===== config.mk =====
export PLATFORM = sky130hd
export DESIGN_NAME = machine_monitor
export DESIGN_NICKNAME = d
export VERILOG_FILES = /design/src/rtl/machine_monitor.sv
export SDC_FILE = /design/constraint.sdc
export NUM_CORES = 1
export LEC_CHECK = 0
export ABC_AREA = 1
export CAP_MARGIN = 25
export CORE_UTILIZATION = 53
export CTS_CLUSTER_SIZE = 40
export DETAILED_ROUTE_END_ITERATION = 7
export PLACE_DENSITY = 0.73
export SETUP_SLACK_MARGIN = 0.05
export SLEW_MARGIN = 10
export SYNTH_ARGS = -nofsm -noshare
export SYNTH_HDL_FRONTEND = slang
export SYNTH_SLANG_ARGS = --single-unit

===== constraint.sdc =====
create_clock -name CLK -period 2.59 [get_ports CLK]
set_clock_uncertainty 0.1 [all_clocks]
set_input_delay 0.6475 -clock CLK [delete_from_list [all_inputs] [get_ports CLK]]
set_output_delay 0.6475 -clock CLK [all_outputs]
set_load 0.005 [all_outputs]

===== src/rtl/machine_monitor.sv =====
// Transition logger + F counter for the 3-bit JK machine; optional MONITOR_SATURATE_EN saturates f_count.
// Latency: a record is visible one edge after S changes. Backpressure: FWFT valid/ready; full drops + sticky overflow.
module machine_monitor #(
    parameter int DEPTH = 4,
    parameter int CNT_W = 8
) (
    input  logic                       CLK,
    input  logic                       RESET,
    input  logic                       F,
    input  logic [2:0]                 S,
    input  logic                       rd_ready,
    output logic                       rd_valid,
    output logic [5:0]                 rd_data,
    output logic [$clog2(DEPTH):0]     level,
    output logic [CNT_W-1:0]           f_count,
    output logic                       overflow
);
    localparam int PTR_W = $clog2(DEPTH);
    localparam int LVL_W = PTR_W + 1;

    logic [2:0]       s_prev;
    logic [5:0]       mem [DEPTH];
    logic [PTR_W-1:0] rd_ptr;
    logic [PTR_W-1:0] wr_ptr;
    logic             evt;
    logic             full;
    logic             push;
    logic             pop;

    assign evt      = (S != s_prev);
    assign full     = (level == LVL_W'(DEPTH));
    assign rd_valid = (level != '0);
    assign pop      = rd_valid && rd_ready;
    // A pop on the same edge frees the slot, so a full FIFO still accepts the push.
    assign push     = evt && (!full || pop);
    assign rd_data  = rd_valid ? mem[rd_ptr] : 6'h00;

    always_ff @(posedge CLK) begin
        if (push) begin
            mem[wr_ptr] <= {s_prev, S};
        end
    end

    always_ff @(posedge CLK) begin
        if (RESET) begin
            s_prev   <= 3'b000;
            rd_ptr   <= '0;
            wr_ptr   <= '0;
            level    <= '0;
            overflow <= 1'b0;
        end else begin
            s_prev <= S;
            if (push) begin
                wr_ptr <= wr_ptr + PTR_W'(1);
            end
            if (pop) begin
                rd_ptr <= rd_ptr + PTR_W'(1);
            end
            if (push && !pop) begin
                level <= level + LVL_W'(1);
            end else if (pop && !push) begin
                level <= level - LVL_W'(1);
            end
            if (evt && !push) begin
                overflow <= 1'b1;
            end
        end
    end

    always_ff @(posedge CLK) begin
        if (RESET) begin
            f_count <= '0;
        end else if (F) begin
`ifdef MONITOR_SATURATE_EN
            if (f_count != '1) begin
                f_count <= f_count + CNT_W'(1);
            end
`else
            f_count <= f_count + CNT_W'(1);
`endif
        end
    end
endmodule


**Yosys cells after proc, flatten, opt, wreduce, memory -nomap -nowiden**

Memory sizes are Yosys's and may differ from the RTL's. A register that Yosys moved wholly into a read port is not among the register bits.
Index checks and enable logic that the tools add are counted.

- Flip-flop bits (word level): 19
- Bits in latches: 0
- Memory bits (writable): 24
- Bits in read-only memories: 0
- Bits of input ports: 7
- Output and inout port bits: 19
- Word-level logic and storage cells: 32
- Memories kept: 1

Memory list:

| memory | words | bits a word | rd ports | clocked after Yosys merged registers in | wr ports | line | text |
|---|---|---|---|---|---|---|---|
| mem | 4 | 6 | 1 | 1 | 1 | 22 | `logic [5:0] mem [DEPTH];` |

- Add/sub/neg operators: 5
- Multipliers: 0
- Divide/modulo/power cells: 0
- Order comparisons: 0
- Equality and inequality tests: 2
- Shift operators: 0
- Multiplexer cells: 7
- Bitwise operators: 0
- Reductions and logical operators: 11

Operators with widths:

| cell | number |
|---|---|
| $add 8x1->8 const B | 1 |
| $mux 3 | 2 |
| $mux 6 | 1 |
| $logic_and 1x1->1 | 5 |
| $add 2x1->2 const B | 2 |
| $mux 2 | 2 |
| $add 3x1->3 const B | 1 |
| $eq 3x3->1 const B | 1 |
| $logic_not 1->1 | 3 |
| $ne 3x3->1 | 1 |
| $reduce_bool 3->1 | 1 |
| $sub 3x1->3 const B | 1 |
| $mux 1 | 2 |
| $reduce_bool 2->1 | 1 |
| $logic_or 1x1->1 | 1 |

**Logic depth before layout (Yosys ltp)**

- Depth in word-level cells: 8
- Gate-level depth with buffers: 14
- Depth with buffers taken out: 14

**Worst setup path before layout**

No wires, ideal clock.

- Path kind: input-to-reg
- Start: in S[2]
- End: reg level[2]
- Library setup time: 113 ps
- Arrival: 2028 ps
- Data required time: 2377 ps
- Setup slack: 349 ps
- Cell stages on the path: 13
- Buffers on the path: 0
- Cells stage by stage: inv_1 nand2_1 nand2_1 nand3_1 nand2_1 inv_1 ha_1 inv_1 fa_1 a21oi_1 o21ai_0 nor2_1 nor2_1

- Cells in the longest elaborated chain, start to end: 5
- Elaborated cells between the ends (all ways): 7
- Classes of those cells: eq/ne (1); mux (1); reduce/logical (5)

Ends and longest elaborated chain:

| element | line | text |
|---|---|---|
| start, declared | 10 | `input logic [2:0] S,` |
| $ne 3x3->1 * | 30 | `assign evt = (S != s_prev);` |
| $logic_and 1x1->1 * | 35 | `assign push = evt && (!full \|\| pop);` |
| via push | 27 | `logic push;` |
| $logic_not 1->1 | 61 | `end else if (pop && !push) begin` |
| $logic_and 1x1->1 | 61 |  |
| $reduce_bool 2->1 (no line) | - |  |
| end signal, assigned | 60 | `level <= level + LVL_W'(1);` |
| end signal, assigned | 62 | `level <= level - LVL_W'(1);` |
| end, declared | 14 | `output logic [$clog2(DEPTH):0] level,` |

Mark *: on every way through the listed nets, which the timed path passes. The rest lies on a longest branch.
A chain may end at the register's enable or synchronous reset.

**Final worst setup path**

- Start: reg level[0]
- End: out rd_valid

- Cells in the longest elaborated chain, start to end: 1

Ends and longest elaborated chain:

| element | line | text |
|---|---|---|
| $reduce_bool 3->1 | 32 | `assign rd_valid = (level != '0);` |
| end, declared | 12 | `output logic rd_valid,` |

Every way passes these cells.

==> summary by stage <==
STA
Of the available clock period, the critical path in the final layout requires 0.9288. Derived from the worst setup path, the maximum achievable clock frequency is 415.7 MHz. The final count of hold timing violations is 0.

The count of pins over their slew limit is 0. The minimum clock period is 2406 ps. The remaining max-slew budget at the tightest pin is 0.7707. The actual slew at the worst max-slew pin is 343.5 ps. Setup repair after global routing could not meet its margin everywhere.

Setup violations remaining at the end of the flow were counted as 0. The smallest hold slack is 379.4 ps.

Setup path
The endpoint identified for the worst register-to-register timing path is level[2]. The class of the most critical setup path is flop to output pin. Data on the critical path is required at its endpoint by 1840 ps. The source of the critical timing path is level[0].

The worst setup path is captured at an output pin. The critical path startpoint category is a flop. Data arrives at the worst endpoint at 1660 ps. The setup slack of the worst register-to-register path is 500 ps. Measured in cells, the most critical reg-to-reg path has a length of 13.

The worst register-to-register path begins at level[0]. The worst-path maximum fanout is 8. The worst setup path endpoint is rd_valid.

Global routing
The largest net degree at the start of global routing is 14. The first global-routing pass estimated 6.762 mm of wire. The via count of the first global-routing pass is 1570. The sum of overflow across all layers after global routing is 0. The initial antenna violation count is 0.

The total global-route track usage is 0.2241. In the global route stage, met1 resource usage came out at 0.2585. For met2 alone, demand over resource in global routing was 0.3956. In this run the most used layer during global routing was met2. The met3 capacity usage during global routing is 0.06066.

Routing
The count of antenna-violating nets left after detailed routing is 0. In the routed design, unresolved DRC markers number 0. The violation count after the first detailed-route iteration is 45.

In the routed layout, each cell is associated on average with a via count of 5.063. Wires add up to 3.927 mm. For this run, the detailed router's first-pass iteration total came to 4.

Dividing the detail-routed wire length by the instance count gives 12.92 um. The detailed router placed 1539 vias in this run.

Layout
In the final layout, the multi-input gates occupy 648.1 um^2. Counting the fill cells in the layout gives 249. The share of final-layout standard cells stronger than drive strength 1 is 0.1512. The final standard cell count with taps included and fillers excluded is 304. The storage element area is 1145 um^2. From synthesis to final layout, the design area changed by 28.76%. The number of nets in the finished design is 271. 0 antenna diodes ended up in the layout.

Synth
The number of library cell types mapped by synthesis is 20. The number of nets handed over by synthesis was 219. During synthesis, Yosys emitted a total of 0 warnings. The netlist area before placement is 1914 um^2. Synthesis inferred 45 register bits.

The share of the Yosys chip area taken by registers is 0.5961. After synthesis, the mean cell area works out to 9.338 um^2. In the synthesized netlist, the number of instances is 205.

Placed design
The number of port buffers is 25. The final estimated routing congestion in global placement is 0.7791. The instance count after placement with tap cells included is 290. The final HPWL from detailed placement is 2.810 mm.

CTS
TritonCTS built the clock tree. The total of hold buffers inserted after clock tree synthesis is 0. In this run the number of H-tree levels came out at 2. The maximum clock path buffer count is 2. The later pin in the worst-skew pair is clocked with a latency of 350 ps. The number of buffers created by CTS is 5. The clock root buffer master is clkbuf_4. The clock-pin slew reported for the worst setup and hold paths after clock tree synthesis is 120 ps. The number of clock sinks is 45.

Floorplan
The floorplan has 21 rows. The core area is 3390 um^2. The starting density of the core is 0.5648.

The floorplan die area is 3856 um^2. The die width is 62.10 um. In this run the count of I/O pins placed on the die edge is 26. The die is 62.10 um tall.

Pwr
The worst vdd rail ir drop is 0.0003963 V. Summed over all cells, the static leakage comes to 1.076 nW. Power spread over the standard cell area amounts to 851.6 nW/um^2.

Hold path
The worst hold path was traced through 2 stages. The class of the most critical hold timing path is flop to flop.

Run
The number of max-cap violations is 0.

Outcome
The flow ran to the end, and the final reports show no timing, DRC or antenna violations.
-- sequential cells by signal, indices dropped and copies added (netlist names), named ones only --
name and flops:
mem 24, level 3, overflow 1, wr_ptr 2, s_prev 3, rd_ptr 2
f_count 8
-- area by class of cell --
cell class / instances / share of cell area
flip-flops and latches: 45 / 0.4645
repair inverters: 1 / 0.003046
multi-input cells: 126 / 0.2629
repair buffers: 48 / 0.1777
clock buffers: 7 / 0.01827
inverters: 30 / 0.04721
well taps: 46 / 0.02335
clock inverters: 1 / 0.003046
-- Yosys cell counts --
cell type	count	area share
nor2_1	41	0.080
a21oi_1	21	0.055
nand4_1	1	0.0033
fa_1	1	0.010
nor2_4	1	0.0059
edfxtp_1	24	0.38
clkbuf_1	1	0.0020
xor2_1	1	0.0046
buf_2	3	0.0078
ha_1	6	0.039
o21ai_0	20	0.052
xnor2_1	1	0.0046
nor3_1	3	0.0078
nor3b_2	1	0.0065
nor2_2	2	0.0065
dfxtp_1	21	0.22
nand3_2	1	0.0052
inv_1	30	0.059
nand3_1	4	0.010
nand2_1	22	0.043
-- power by group --
part,internal [mW],total [mW],switching (mW)
clock network,0.107,0.317,0.210
logic,0.398,0.806,0.408
registers,0.893,0.976,0.0831
total,1.40,2.10,0.701
-- critical path, cell delays in order (launching register included) --
cell,delay (ps)
dfxtp_1,370
inv_1,120
nand2_1,100
nor2_4,230
inv_1,60
clkdlybuf4s50_1,440
-- worst min path at each step --
| stage | from | to | slack [ps] |
|---|---|---|---|
| after floorplan | rd_ptr[0] | flop | 350 |
| after global placement | f_count[7] | f_count[7] | 350 |
| after detailed placement | f_count[7] | f_count[7] | 360 |
| after CTS | f_count[7] | f_count[7] | 380 |
| after global routing | f_count[7] | f_count[7] | 430 |
| final | f_count[7] | f_count[7] | 380 |
-- metal layers --
layer	vias to the layer above	part of all wire
met1	729	0.43
met4	0	0.012
met5	-	0
li1	770	-
met2	34	0.52
met3	6	0.044
-- cell usage in the layout (no fill, tap or decap) --
| master | n |
|---|---|
| nor2_1 | 41 |
| inv_1 | 29 |
| edfxtp_1 | 24 |
| nand2_1 | 22 |
| buf_4 | 22 |
| a21oi_1 | 20 |
| dfxtp_1 | 20 |
| o21ai_0 | 19 |
| clkdlybuf4s50_1 | 19 |
| ha_1 | 6 |
| clkbuf_4 | 5 |
| dlymetal6s2s_1 | 5 |
| nand3_1 | 4 |
| clkinvlp_4 | 3 |
| nor3_1 | 3 |
| nor2_2 | 2 |
| clkbuf_1 | 2 |
| xnor2_1 | 1 |
| nand4_1 | 1 |
| nor2_4 | 1 |
| nand3_2 | 1 |
| nor3b_2 | 1 |
| xor2_1 | 1 |
| a21oi_2 | 1 |
| o21ai_1 | 1 |
| fa_2 | 1 |
| dfxtp_4 | 1 |
| dlygate4sd2_1 | 1 |
| buf_6 | 1 |
-- kinds of logic after synthesis --
kind of cell,Yosys count,synth area share
simple gates,76,0.1693
xor+xnor,2,0.009152
compound gates,41,0.1072
flops,45,0.5961
fa+ha+maj,7,0.04967
buf+inv,34,0.06862
-- through the flow --
step	utilization	area [um^2]	TNS (ps)	setup slack (ps)	power [mW]
finish	0.7272	2465	0	184.4	2.099
detailed placement	0.6899	2338	-266.2	-172.3	1.763
global placement	0.6899	2338	-170.5	-86.41	1.719
CTS	0.7121	2414	0	49.03	2.090
floorplan	-	1914	0	348.7	1.358
global route	0.7272	2465	0	45.92	2.244
-- what timing repair did --
action / 4_1_cts / 5_1_grt
hold endpoints to repair: 0 / 0
gates resized for setup: 5 / 9
gates cloned: 1 / 0
setup endpoints to repair: 6 / 7
buffers inserted: 1 / 4
pin swaps: 0 / 2
Power figures use the tool's default switching activity.
